--- src/rtl/axil_reg_pkg.sv ---
// Shared types and the address decoder for the AXI-Lite register slave.
// Used by axil_reg_slave (optional AXIL_REG_WR_PULSE_EN feature lives there).
package axil_reg_pkg;

    localparam logic [1:0] RESP_OKAY   = 2'b00;
    localparam logic [1:0] RESP_SLVERR = 2'b10;

    typedef enum logic [1:0] {
        W_IDLE,
        W_HAVE_ADDR,
        W_HAVE_DATA,
        W_RESP
    } wstate_t;

    typedef enum logic {
        R_IDLE,
        R_RESP
    } rstate_t;

    typedef struct packed {
        logic        is_rw;
        logic        is_ro;
        logic [29:0] index;
    } dec_t;

    // Addresses below base wrap to huge offsets; the explicit guard keeps
    // them unmapped even when the wrapped index would land in range.
    function automatic dec_t decode(
        input logic [31:0] addr,
        input logic [31:0] base,
        input int unsigned num_rw,
        input int unsigned num_ro
    );
        logic [31:0] offset;
        logic [31:0] idx;
        logic        above;
        dec_t        d;
        offset  = addr - base;
        idx     = {2'b00, offset[31:2]};
        above   = (addr >= base);
        d.index = offset[31:2];
        d.is_rw = above && (idx < num_rw);
        d.is_ro = above && (idx >= num_rw) && (idx < num_rw + num_ro);
        return d;
    endfunction

endpackage

--- src/rtl/axil_if.sv ---
// AXI-Lite bus bundle: 32-bit address/data, 4-bit strobe.
// s_axil is the slave view, m_axil the master view.
interface axil_if;

    logic [31:0] awaddr;
    logic        awvalid;
    logic        awready;
    logic [31:0] wdata;
    logic [3:0]  wstrb;
    logic        wvalid;
    logic        wready;
    logic [1:0]  bresp;
    logic        bvalid;
    logic        bready;
    logic [31:0] araddr;
    logic        arvalid;
    logic        arready;
    logic [31:0] rdata;
    logic [1:0]  rresp;
    logic        rvalid;
    logic        rready;

    modport s_axil (
        input  awaddr, awvalid, wdata, wstrb, wvalid, bready,
        input  araddr, arvalid, rready,
        output awready, wready, bresp, bvalid,
        output arready, rdata, rresp, rvalid
    );

    modport m_axil (
        output awaddr, awvalid, wdata, wstrb, wvalid, bready,
        output araddr, arvalid, rready,
        input  awready, wready, bresp, bvalid,
        input  arready, rdata, rresp, rvalid
    );

endinterface

--- src/rtl/axil_reg_slave.sv ---
// AXI-Lite register bank: NUM_RW control regs, NUM_RO status regs.
// Define AXIL_REG_WR_PULSE_EN to add per-register write strobes.
module axil_reg_slave
    import axil_reg_pkg::*;
#(
    parameter int unsigned NUM_RW    = 8,
    parameter int unsigned NUM_RO    = 4,
    parameter logic [31:0] BASE_ADDR = 32'h0000_0000,
    parameter logic [31:0] RW_RESET  = 32'h0000_0000
) (
    input  logic                  aclk,
    input  logic                  aresetn,
    axil_if.s_axil                s_axil,
`ifdef AXIL_REG_WR_PULSE_EN
    output logic [NUM_RW-1:0]     wr_pulse,
`endif
    output logic [NUM_RW*32-1:0]  reg_out,
    input  logic [((NUM_RO > 0) ? NUM_RO : 1)*32-1:0] reg_in
);

    wstate_t wstate;
    rstate_t rstate;

    logic [NUM_RW-1:0][31:0] regs;

    logic [31:0] aw_addr_q;
    logic [31:0] w_data_q;
    logic [3:0]  w_strb_q;

    logic        aw_hs;
    logic        w_hs;
    logic        ar_hs;
    logic        commit;
    logic        w_ok;
    logic [31:0] c_addr;
    logic [31:0] c_data;
    logic [3:0]  c_strb;
    dec_t        wdec;
    dec_t        rdec;
    logic [31:0] rd_val;

    assign s_axil.awready = (wstate == W_IDLE) || (wstate == W_HAVE_DATA);
    assign s_axil.wready  = (wstate == W_IDLE) || (wstate == W_HAVE_ADDR);
    assign s_axil.arready = (rstate == R_IDLE);

    assign aw_hs = s_axil.awvalid && s_axil.awready;
    assign w_hs  = s_axil.wvalid && s_axil.wready;
    assign ar_hs = s_axil.arvalid && s_axil.arready;

    // Commit uses whichever half was latched earlier plus the live half.
    assign c_addr = (wstate == W_HAVE_ADDR) ? aw_addr_q : s_axil.awaddr;
    assign c_data = (wstate == W_HAVE_DATA) ? w_data_q : s_axil.wdata;
    assign c_strb = (wstate == W_HAVE_DATA) ? w_strb_q : s_axil.wstrb;

    assign wdec = decode(c_addr, BASE_ADDR, NUM_RW, NUM_RO);
    assign rdec = decode(s_axil.araddr, BASE_ADDR, NUM_RW, NUM_RO);
    assign w_ok = wdec.is_rw && !wdec.is_ro;

    assign reg_out = regs;

    always_comb begin
        commit = 1'b0;
        case (wstate)
            W_IDLE:      commit = aw_hs && w_hs;
            W_HAVE_ADDR: commit = w_hs;
            W_HAVE_DATA: commit = aw_hs;
            default:     commit = 1'b0;
        endcase
    end

    always_ff @(posedge aclk or negedge aresetn) begin
        if (!aresetn) begin
            wstate       <= W_IDLE;
            aw_addr_q    <= '0;
            w_data_q     <= '0;
            w_strb_q     <= '0;
            s_axil.bvalid <= 1'b0;
            s_axil.bresp  <= RESP_OKAY;
        end else if (commit) begin
            wstate        <= W_RESP;
            s_axil.bvalid <= 1'b1;
            s_axil.bresp  <= w_ok ? RESP_OKAY : RESP_SLVERR;
        end else begin
            case (wstate)
                W_IDLE: begin
                    if (aw_hs) begin
                        aw_addr_q <= s_axil.awaddr;
                        wstate    <= W_HAVE_ADDR;
                    end else if (w_hs) begin
                        w_data_q <= s_axil.wdata;
                        w_strb_q <= s_axil.wstrb;
                        wstate   <= W_HAVE_DATA;
                    end
                end
                W_RESP: begin
                    if (s_axil.bready) begin
                        s_axil.bvalid <= 1'b0;
                        wstate        <= W_IDLE;
                    end
                end
                default: ;
            endcase
        end
    end

    always_ff @(posedge aclk or negedge aresetn) begin
        if (!aresetn) begin
            for (int i = 0; i < NUM_RW; i++) begin
                regs[i] <= RW_RESET;
            end
        end else if (commit && w_ok) begin
            for (int i = 0; i < NUM_RW; i++) begin
                if (wdec.index == 30'(i)) begin
                    for (int b = 0; b < 4; b++) begin
                        if (c_strb[b]) begin
                            regs[i][8*b +: 8] <= c_data[8*b +: 8];
                        end
                    end
                end
            end
        end
    end

    always_comb begin
        rd_val = '0;
        for (int i = 0; i < NUM_RW; i++) begin
            if (rdec.is_rw && rdec.index == 30'(i)) begin
                rd_val = regs[i];
            end
        end
        for (int j = 0; j < NUM_RO; j++) begin
            if (rdec.is_ro && rdec.index == 30'(NUM_RW + j)) begin
                rd_val = reg_in[32*j +: 32];
            end
        end
    end

    always_ff @(posedge aclk or negedge aresetn) begin
        if (!aresetn) begin
            rstate        <= R_IDLE;
            s_axil.rvalid <= 1'b0;
            s_axil.rdata  <= '0;
            s_axil.rresp  <= RESP_OKAY;
        end else begin
            case (rstate)
                R_IDLE: begin
                    if (ar_hs) begin
                        s_axil.rdata  <= rd_val;
                        s_axil.rresp  <= (rdec.is_rw || rdec.is_ro) ?
                                         RESP_OKAY : RESP_SLVERR;
                        s_axil.rvalid <= 1'b1;
                        rstate        <= R_RESP;
                    end
                end
                R_RESP: begin
                    if (s_axil.rready) begin
                        s_axil.rvalid <= 1'b0;
                        rstate        <= R_IDLE;
                    end
                end
                default: rstate <= R_IDLE;
            endcase
        end
    end

`ifdef AXIL_REG_WR_PULSE_EN
    always_ff @(posedge aclk or negedge aresetn) begin
        if (!aresetn) begin
            wr_pulse <= '0;
        end else begin
            wr_pulse <= '0;
            if (commit && w_ok) begin
                for (int i = 0; i < NUM_RW; i++) begin
                    if (wdec.index == 30'(i)) begin
                        wr_pulse[i] <= 1'b1;
                    end
                end
            end
        end
    end
`endif

endmodule
--- src/flat_wrapper.sv ---
// flat-port wrapper written by rule: the top's interface ports become plain ports
module axil_reg_slave_flat import axil_reg_pkg::*;
#(
    parameter int unsigned NUM_RW    = 8,
    parameter int unsigned NUM_RO    = 4,
    parameter logic [31:0] BASE_ADDR = 32'h0000_0000,
    parameter logic [31:0] RW_RESET  = 32'h0000_0000
)
  (aclk, aresetn, reg_out, reg_in, s_axil_awaddr, s_axil_awvalid, s_axil_wdata, s_axil_wstrb, s_axil_wvalid, s_axil_bready, s_axil_araddr, s_axil_arvalid, s_axil_rready, s_axil_awready, s_axil_wready, s_axil_bresp, s_axil_bvalid, s_axil_arready, s_axil_rdata, s_axil_rresp, s_axil_rvalid);
  axil_if s_axil_i ();
  input  logic aclk;
  input  logic aresetn;
  output logic [NUM_RW*32-1:0] reg_out;
  input  logic [((NUM_RO > 0) ? NUM_RO : 1)*32-1:0] reg_in;
  input wire logic [$bits(s_axil_i.awaddr)-1:0] s_axil_awaddr;
  input wire logic [$bits(s_axil_i.awvalid)-1:0] s_axil_awvalid;
  input wire logic [$bits(s_axil_i.wdata)-1:0] s_axil_wdata;
  input wire logic [$bits(s_axil_i.wstrb)-1:0] s_axil_wstrb;
  input wire logic [$bits(s_axil_i.wvalid)-1:0] s_axil_wvalid;
  input wire logic [$bits(s_axil_i.bready)-1:0] s_axil_bready;
  input wire logic [$bits(s_axil_i.araddr)-1:0] s_axil_araddr;
  input wire logic [$bits(s_axil_i.arvalid)-1:0] s_axil_arvalid;
  input wire logic [$bits(s_axil_i.rready)-1:0] s_axil_rready;
  output wire logic [$bits(s_axil_i.awready)-1:0] s_axil_awready;
  output wire logic [$bits(s_axil_i.wready)-1:0] s_axil_wready;
  output wire logic [$bits(s_axil_i.bresp)-1:0] s_axil_bresp;
  output wire logic [$bits(s_axil_i.bvalid)-1:0] s_axil_bvalid;
  output wire logic [$bits(s_axil_i.arready)-1:0] s_axil_arready;
  output wire logic [$bits(s_axil_i.rdata)-1:0] s_axil_rdata;
  output wire logic [$bits(s_axil_i.rresp)-1:0] s_axil_rresp;
  output wire logic [$bits(s_axil_i.rvalid)-1:0] s_axil_rvalid;
  assign s_axil_i.awaddr = s_axil_awaddr;
  assign s_axil_i.awvalid = s_axil_awvalid;
  assign s_axil_i.wdata = s_axil_wdata;
  assign s_axil_i.wstrb = s_axil_wstrb;
  assign s_axil_i.wvalid = s_axil_wvalid;
  assign s_axil_i.bready = s_axil_bready;
  assign s_axil_i.araddr = s_axil_araddr;
  assign s_axil_i.arvalid = s_axil_arvalid;
  assign s_axil_i.rready = s_axil_rready;
  assign s_axil_awready = s_axil_i.awready;
  assign s_axil_wready = s_axil_i.wready;
  assign s_axil_bresp = s_axil_i.bresp;
  assign s_axil_bvalid = s_axil_i.bvalid;
  assign s_axil_arready = s_axil_i.arready;
  assign s_axil_rdata = s_axil_i.rdata;
  assign s_axil_rresp = s_axil_i.rresp;
  assign s_axil_rvalid = s_axil_i.rvalid;
  axil_reg_slave #(.NUM_RW(NUM_RW), .NUM_RO(NUM_RO), .BASE_ADDR(BASE_ADDR), .RW_RESET(RW_RESET)) u_core (.aclk(aclk), .aresetn(aresetn), .s_axil(s_axil_i), .reg_out(reg_out), .reg_in(reg_in));
endmodule
--- config.mk ---
export PLATFORM = sky130hd
export DESIGN_NAME = axil_reg_slave_flat
export DESIGN_NICKNAME = d
export VERILOG_FILES = /design/src/rtl/axil_reg_pkg.sv /design/src/rtl/axil_if.sv /design/src/rtl/axil_reg_slave.sv /design/src/flat_wrapper.sv
export SDC_FILE = /design/constraint.sdc
export NUM_CORES = 1
export LEC_CHECK = 0
export CAP_MARGIN = 15
export CORE_MARGIN = 5
export CORE_UTILIZATION = 25
export DETAILED_ROUTE_END_ITERATION = 10
export GPL_TIMING_DRIVEN = 0
export SYNTH_ARGS = -nofsm -noshare
export SYNTH_HDL_FRONTEND = slang
export SYNTH_SLANG_ARGS = --single-unit
--- constraint.sdc ---
create_clock -name aclk -period 6.9 [get_ports aclk]
set_input_delay 0.69 -clock aclk [delete_from_list [all_inputs] [get_ports aclk]]
set_output_delay 0.69 -clock aclk [all_outputs]
set_load 0.03 [all_outputs]
# Word level (Yosys, flattened, before mapping)
# Index checks and enable logic that the tools add are counted.
# word_totals
reg_bits,365
out_inout_bits,297
elab_cells,182
# op_classes
n_lt_le_gt_ge,8
eq_ne,25
muxes,32
bitwise_logic,3
n_reduce_logical,72
# ops
operator,count
$mux W32,14
$eq A30 B3 Y1 const B,8
$eq A30 B2 Y1 const B,4
$eq A30 B4 Y1 const B,4
$lt A30 B4 Y1 const B,4
$reduce_and A3 Y1,34
$ge A32 B1 Y1 const B,2
$eq A30 B1 Y1 const B,2
$ge A30 B4 Y1 const B,2
$logic_not A30 Y1,2
$logic_and A1 B1 Y1,24
$mux W2,6
$mux W1,7
$reduce_and A2 Y1,3
$eq A2 B2 Y1 const B,2
$mux W4,1
$ne A2 B2 Y1 const B,2
$ne A4 B1 Y1 const B,1
$pmux W1 S2,2
$pmux W2 S2,1
$reduce_and A4 Y1,1
$reduce_bool A2 Y1,2
$logic_or A1 B1 Y1,3
$ne A3 B2 Y1 const B,1
other kinds (6),8

# Logic depth before layout (Yosys ltp)
# depth
word_depth,15
mapped_depth,10
ltp_nobuf,8

# Least setup slack after synthesis
# Ideal clock, no wire load.
# synth_path
path_type,input -> register
from,in s_axil_awaddr[10]
to,reg u_core.regs (netlist bit u_core.reg_out[72])
t_arrival_ns,2.558
required_ns,6.775
path_slack_ns,4.217
cell_stages,6
n_path_buf,0
path_cell_list,nor4_1 nand3b_1 a221oi_2 nand4_1 nor2_2 mux2_2
# synth_via
elab_chain_cells,8
# synth_lines
item,line_no,rtl
from (decl),flat_wrapper.sv:15,input wire logic [$bits(s_axil_i.awaddr)-1:0] s_axil_awaddr;
$mux W32 *,axil_reg_slave.sv:51,assign c_addr = (wstate == W_HAVE_ADDR) ? aw_addr_q : s_axil.awaddr;
$ge A32 B1 Y1 / $ge A30 B4 Y1 (equally long branches),"axil_reg_pkg.sv:40, axil_reg_pkg.sv:43",
$logic_and A1 B1 Y1 (2 in a row),axil_reg_pkg.sv:43,d.is_ro = above && (idx >= num_rw) && (idx < num_rw + num_ro);
$logic_not A1 Y1,axil_reg_slave.sv:57,assign w_ok = wdec.is_rw && !wdec.is_ro;
$logic_and A1 B1 Y1,axil_reg_slave.sv:57,
$logic_and A1 B1 Y1,axil_reg_slave.sv:111,end else if (commit && w_ok) begin
$reduce_and A3 Y1 (no source line) *,--,
"to (signal, indexed assignment)",axil_reg_slave.sv:116,regs[i][8*b +: 8] <= c_data[8*b +: 8];
to (decl),axil_reg_slave.sv:24,logic [NUM_RW-1:0][31:0] regs;
# Every way passes the cells marked *; elsewhere a longest branch is shown, timed or not.
# A chain may end at the register's enable or synchronous reset.

# Worst setup path after layout
# layout_path
from,in s_axil_araddr[31]
to,reg u_core.s_axil.rdata[14]
# layout_via
elab_chain_cells,15
# layout_lines
item,line_no,rtl
from (decl),flat_wrapper.sv:21,input wire logic [$bits(s_axil_i.araddr)-1:0] s_axil_araddr;
$ge A32 B1 Y1 / $lt A30 B4 Y1 (equally long branches),"axil_reg_pkg.sv:40, axil_reg_pkg.sv:42",
$logic_and A1 B1 Y1,axil_reg_pkg.sv:42,d.is_rw = above && (idx < num_rw);
$logic_and A1 B1 Y1,axil_reg_slave.sv:127,if (rdec.is_rw && rdec.index == 30'(i)) begin
$mux W32 (8 in a row),axil_reg_slave.sv:127,
$mux W32 (3 in a row),axil_reg_slave.sv:132,if (rdec.is_ro && rdec.index == 30'(NUM_RW + j)) begin
$mux W32 *,axil_reg_slave.sv:132,
to (signal assigned),axil_reg_slave.sv:148,s_axil.rdata <= rd_val;
to (decl),axil_if.sv:27,"output arready, rdata, rresp, rvalid"
# Marked as above.

==> results.ini <==
[clocking]
clkSlewWorstSetupHoldPaths_ns = 0.06
cts_buffers = 44
cts-root-buf = clkbuf_16
ctsLongestPathBuffers = 3
worst_skew_pair.late_latency_ns = 0.58
cts_sinks = 361
cts_tree = done
ctsResizeCount = 0
htreeDepth = 2

[yosys]
synth_flop_cell = dfrtp_1
yosysUniqueCellTypes = 66
yosys_register_bits = 361
syn_area_sq_um = 17600
yosysWarnings = 0
postSynth.asyncResetShare_pct = 100.0
ys_seq_area_share_pct = 51.33
syn-instance-count = 1451
avgSynthCellArea_sq_um = 12.13
synth-edff-count = 0

[drt]
ant_nets = 0
num_vias = 16380
wl_met3_mm = 7.529
drt_pass1_iterations = 8
drt_wl_total_mm = 97.93
post_drt_via_cell_ratio = 5.427
wl_met1_mm = 40.44
drc_errors = 0
wl_met2_mm = 45.40
post_drt_wl_per_cell_um = 32.45
drt_iter0_drc = 1349
highest_layer = met4

[grt]
grt_first_pass_wirelength_mm = 131.6
antenna_found_initial = 10
grt-ovfl-total = 0
grt_pass1_vias = 16760
grt_max_degree = 123
track_usage_pct = 24.59

[finish]
syn_to_final_growth_pct = 46.42
final_common_cell = clkdlybuf4s50_1
stdcell_count = 3018
final_cell_mix = 522 x clkdlybuf4s50_1, 361 x dfrtp_1, 355 x mux2_2, 77 x nand2_1, 77 x o21ai_0
nNetsFinal = 2277
drive_gt1_share_pct = 25.06

[critical_path]
r2r_start = u_core.wstate[1]
cp_max_fo = 10
critPathMaxStageDelay_ns = 0.94
crit_start = s_axil_araddr[31]
start_kind = input pin
crit_type = input pin to register
cp.required_ns = 7.34
critical_path_arrival_ns = 4.89
path_buf_inv = 3
slowest_stage = nor2_1
worst_path_most_repeated_cell = clkbuf_1
endpoint_kind = register
cp_top_family = simple AND/OR/NAND/NOR gates
path_cells = clkdlybuf4s50_1 -> nor4_1 -> and4_1 -> clkbuf_1 -> nand2_1 -> nor2_1 -> clkbuf_1 -> a311oi_1 -> a2bb2oi_1

[place]
dp_hpwl_mm = 73.94
dp.cells = 2930
gp_congestion = 0.9196
numPortBuffers = 523
pre_cts_slack_ns = 1.836

[floorplan]
die_x_um = 275.3
dieArea_sq_um = 75810
core_area_sq_um = 69910
start_util_pct = 25.18
ios = 532
rows = 97
die_height_um = 275.3

[sta]
timing.fmax_mhz = 224.6
finalSetupViolations = 0
setup_slack_ns = 2.447
rsz0062_at_grt = no
fin_crit_ns = 4.453
skew_ns = 0.02262
slew_headroom_pct = 12.31
finalCritPeriodShare_pct = 64.53
finalMaxSlewViolations = 0
worst_pin_slew_ns = 1.315
final_hold_viol_count = 0

[outcome]
outcome = complete, no violations

[job]
max-cap-violations = 0

[hold_path]
worstHoldStart = u_core.rstate
hold_class = register to register

[power]
power.density_nw_per_um2 = 242.2
p_leak_nw = 10.68
ir_drop_mv = 0.1425

==> per-layer routing <==
metal,vias to the layer above,GRT usage [%]
met1,8498,31.61
met4,0,10.54
met5,-,0
li1,6820,-
met3,192,6.067
met2,870,39.56
==> per-stage QoR <==
stage          hold WS (ns)  TNS (ns)  utilization (%)  cell area [sq um]  total power [mW]
2_1_floorplan        0.3944         0                -              17600             3.285
3_3_place_gp         0.4579  -3950.77            34.35              24020             3.898
3_5_place_dp         0.4820         0            34.78              24310             3.970
4_1_cts              0.4837         0            36.80              25730             6.272
5_1_grt              0.5093         0            36.84              25750             6.457
6_report             0.4998         0            36.86              25770             6.241
==> synthesized netlist by cell type, types with 5 or more instances <==
cell	number	share of area, %
dfrtp_1	361	51
mux2_2	355	23
nand2_1	77	1.6
o21ai_0	77	2.2
a21oi_1	66	1.9
clkbuf_1	48	1.0
nor4_1	38	1.4
a221oi_1	35	1.7
nor2_1	34	0.73
nor2_2	33	1.2
a2bb2oi_1	24	1.2
buf_2	24	0.68
a222oi_1	21	1.2
a22oi_1	21	0.90
o22ai_1	17	0.60
a22o_1	15	0.75
a311oi_1	15	0.75
o221ai_1	15	0.75
nand4_1	13	0.46
nand3_1	12	0.34
and3_1	11	0.39
nor3_1	10	0.28
o22a_1	10	0.50
inv_1	9	0.19
and4_1	7	0.35
o21ai_1	6	0.17
or3_1	6	0.21
or4_1	6	0.26
a211oi_1	5	0.21
and2_1	5	0.18
buf_1	5	0.11
==> worst paths after layout <==
check                                          end  slack (ns)  cells past startpoint
setup / recovery           u_core.s_axil.rdata[14]        2.45                      9
min in group asynchronous      u_core.w_data_q[11]        0.58                      2
setup reg to reg               u_core.reg_out[234]        2.95                      9
hold / removal                u_core.s_axil.rvalid        0.50                      1
hold reg to reg               u_core.s_axil.rvalid        0.50                      1
max in group asynchronous  u_core.s_axil.rdata[23]        5.39                      3
==> repair_timing <==
item | in CTS | in global routing
endpoints found under the hold margin | 24 | 0
buffers inserted | 0 | 0
endpoints found under the setup margin | 0 | 0
hold buffers | 1 | 0
==> where the power goes <==
part           switching (mW)  internal (mW)  total (mW)
combinational           0.857          0.611        1.47
clock                   0.943           1.35        2.29
sequential              0.129           2.35        2.48
total                    1.93           4.31        6.24
==> logic make-up (layout without fill, tap and decap cells) <==
group / Yosys count / in the layout / synth area share (%)
adders and majority gates: 4 / 4 / 0.2844
and+or+nand+nor: 278 / 278 / 8.815
DFF: 361 / 361 / 51.33
other: 1 / 13 / 0.02131
muxes: 359 / 359 / 22.94
xor gates and xnor gates: 1 / 1 / 0.04977
AOI/OAI and AO/OA: 357 / 357 / 14.39
buffers and inverters: 90 / 705 / 2.175
==> registers in the layout, summed over array words and instances (netlist names) <==
name,count
u_core.wstate,2
u_core.aw_addr_q,30
u_core.w_data_q,32
u_core.rstate,1
u_core.reg_out,256
u_core.s_axil.rvalid,1
u_core.s_axil.rresp,1
u_core.s_axil.bvalid,1
u_core.s_axil.rdata,32
u_core.w_strb_q,4
u_core.s_axil.bresp,1
==> cell type report <==
cell class / instances / area [sq um]
sequential: 361 / 9034
clock inverter: 10 / 93.84
timing repair buffer: 540 / 5523
inverter: 9 / 33.78
tap: 940 / 1176
fill: 6869 / 44140
multi-input combinational: 1001 / 8222
clock buffer: 65 / 1311
antenna: 11 / 27.53
buffer: 81 / 350.3
(Power assumes the default switching activity.)
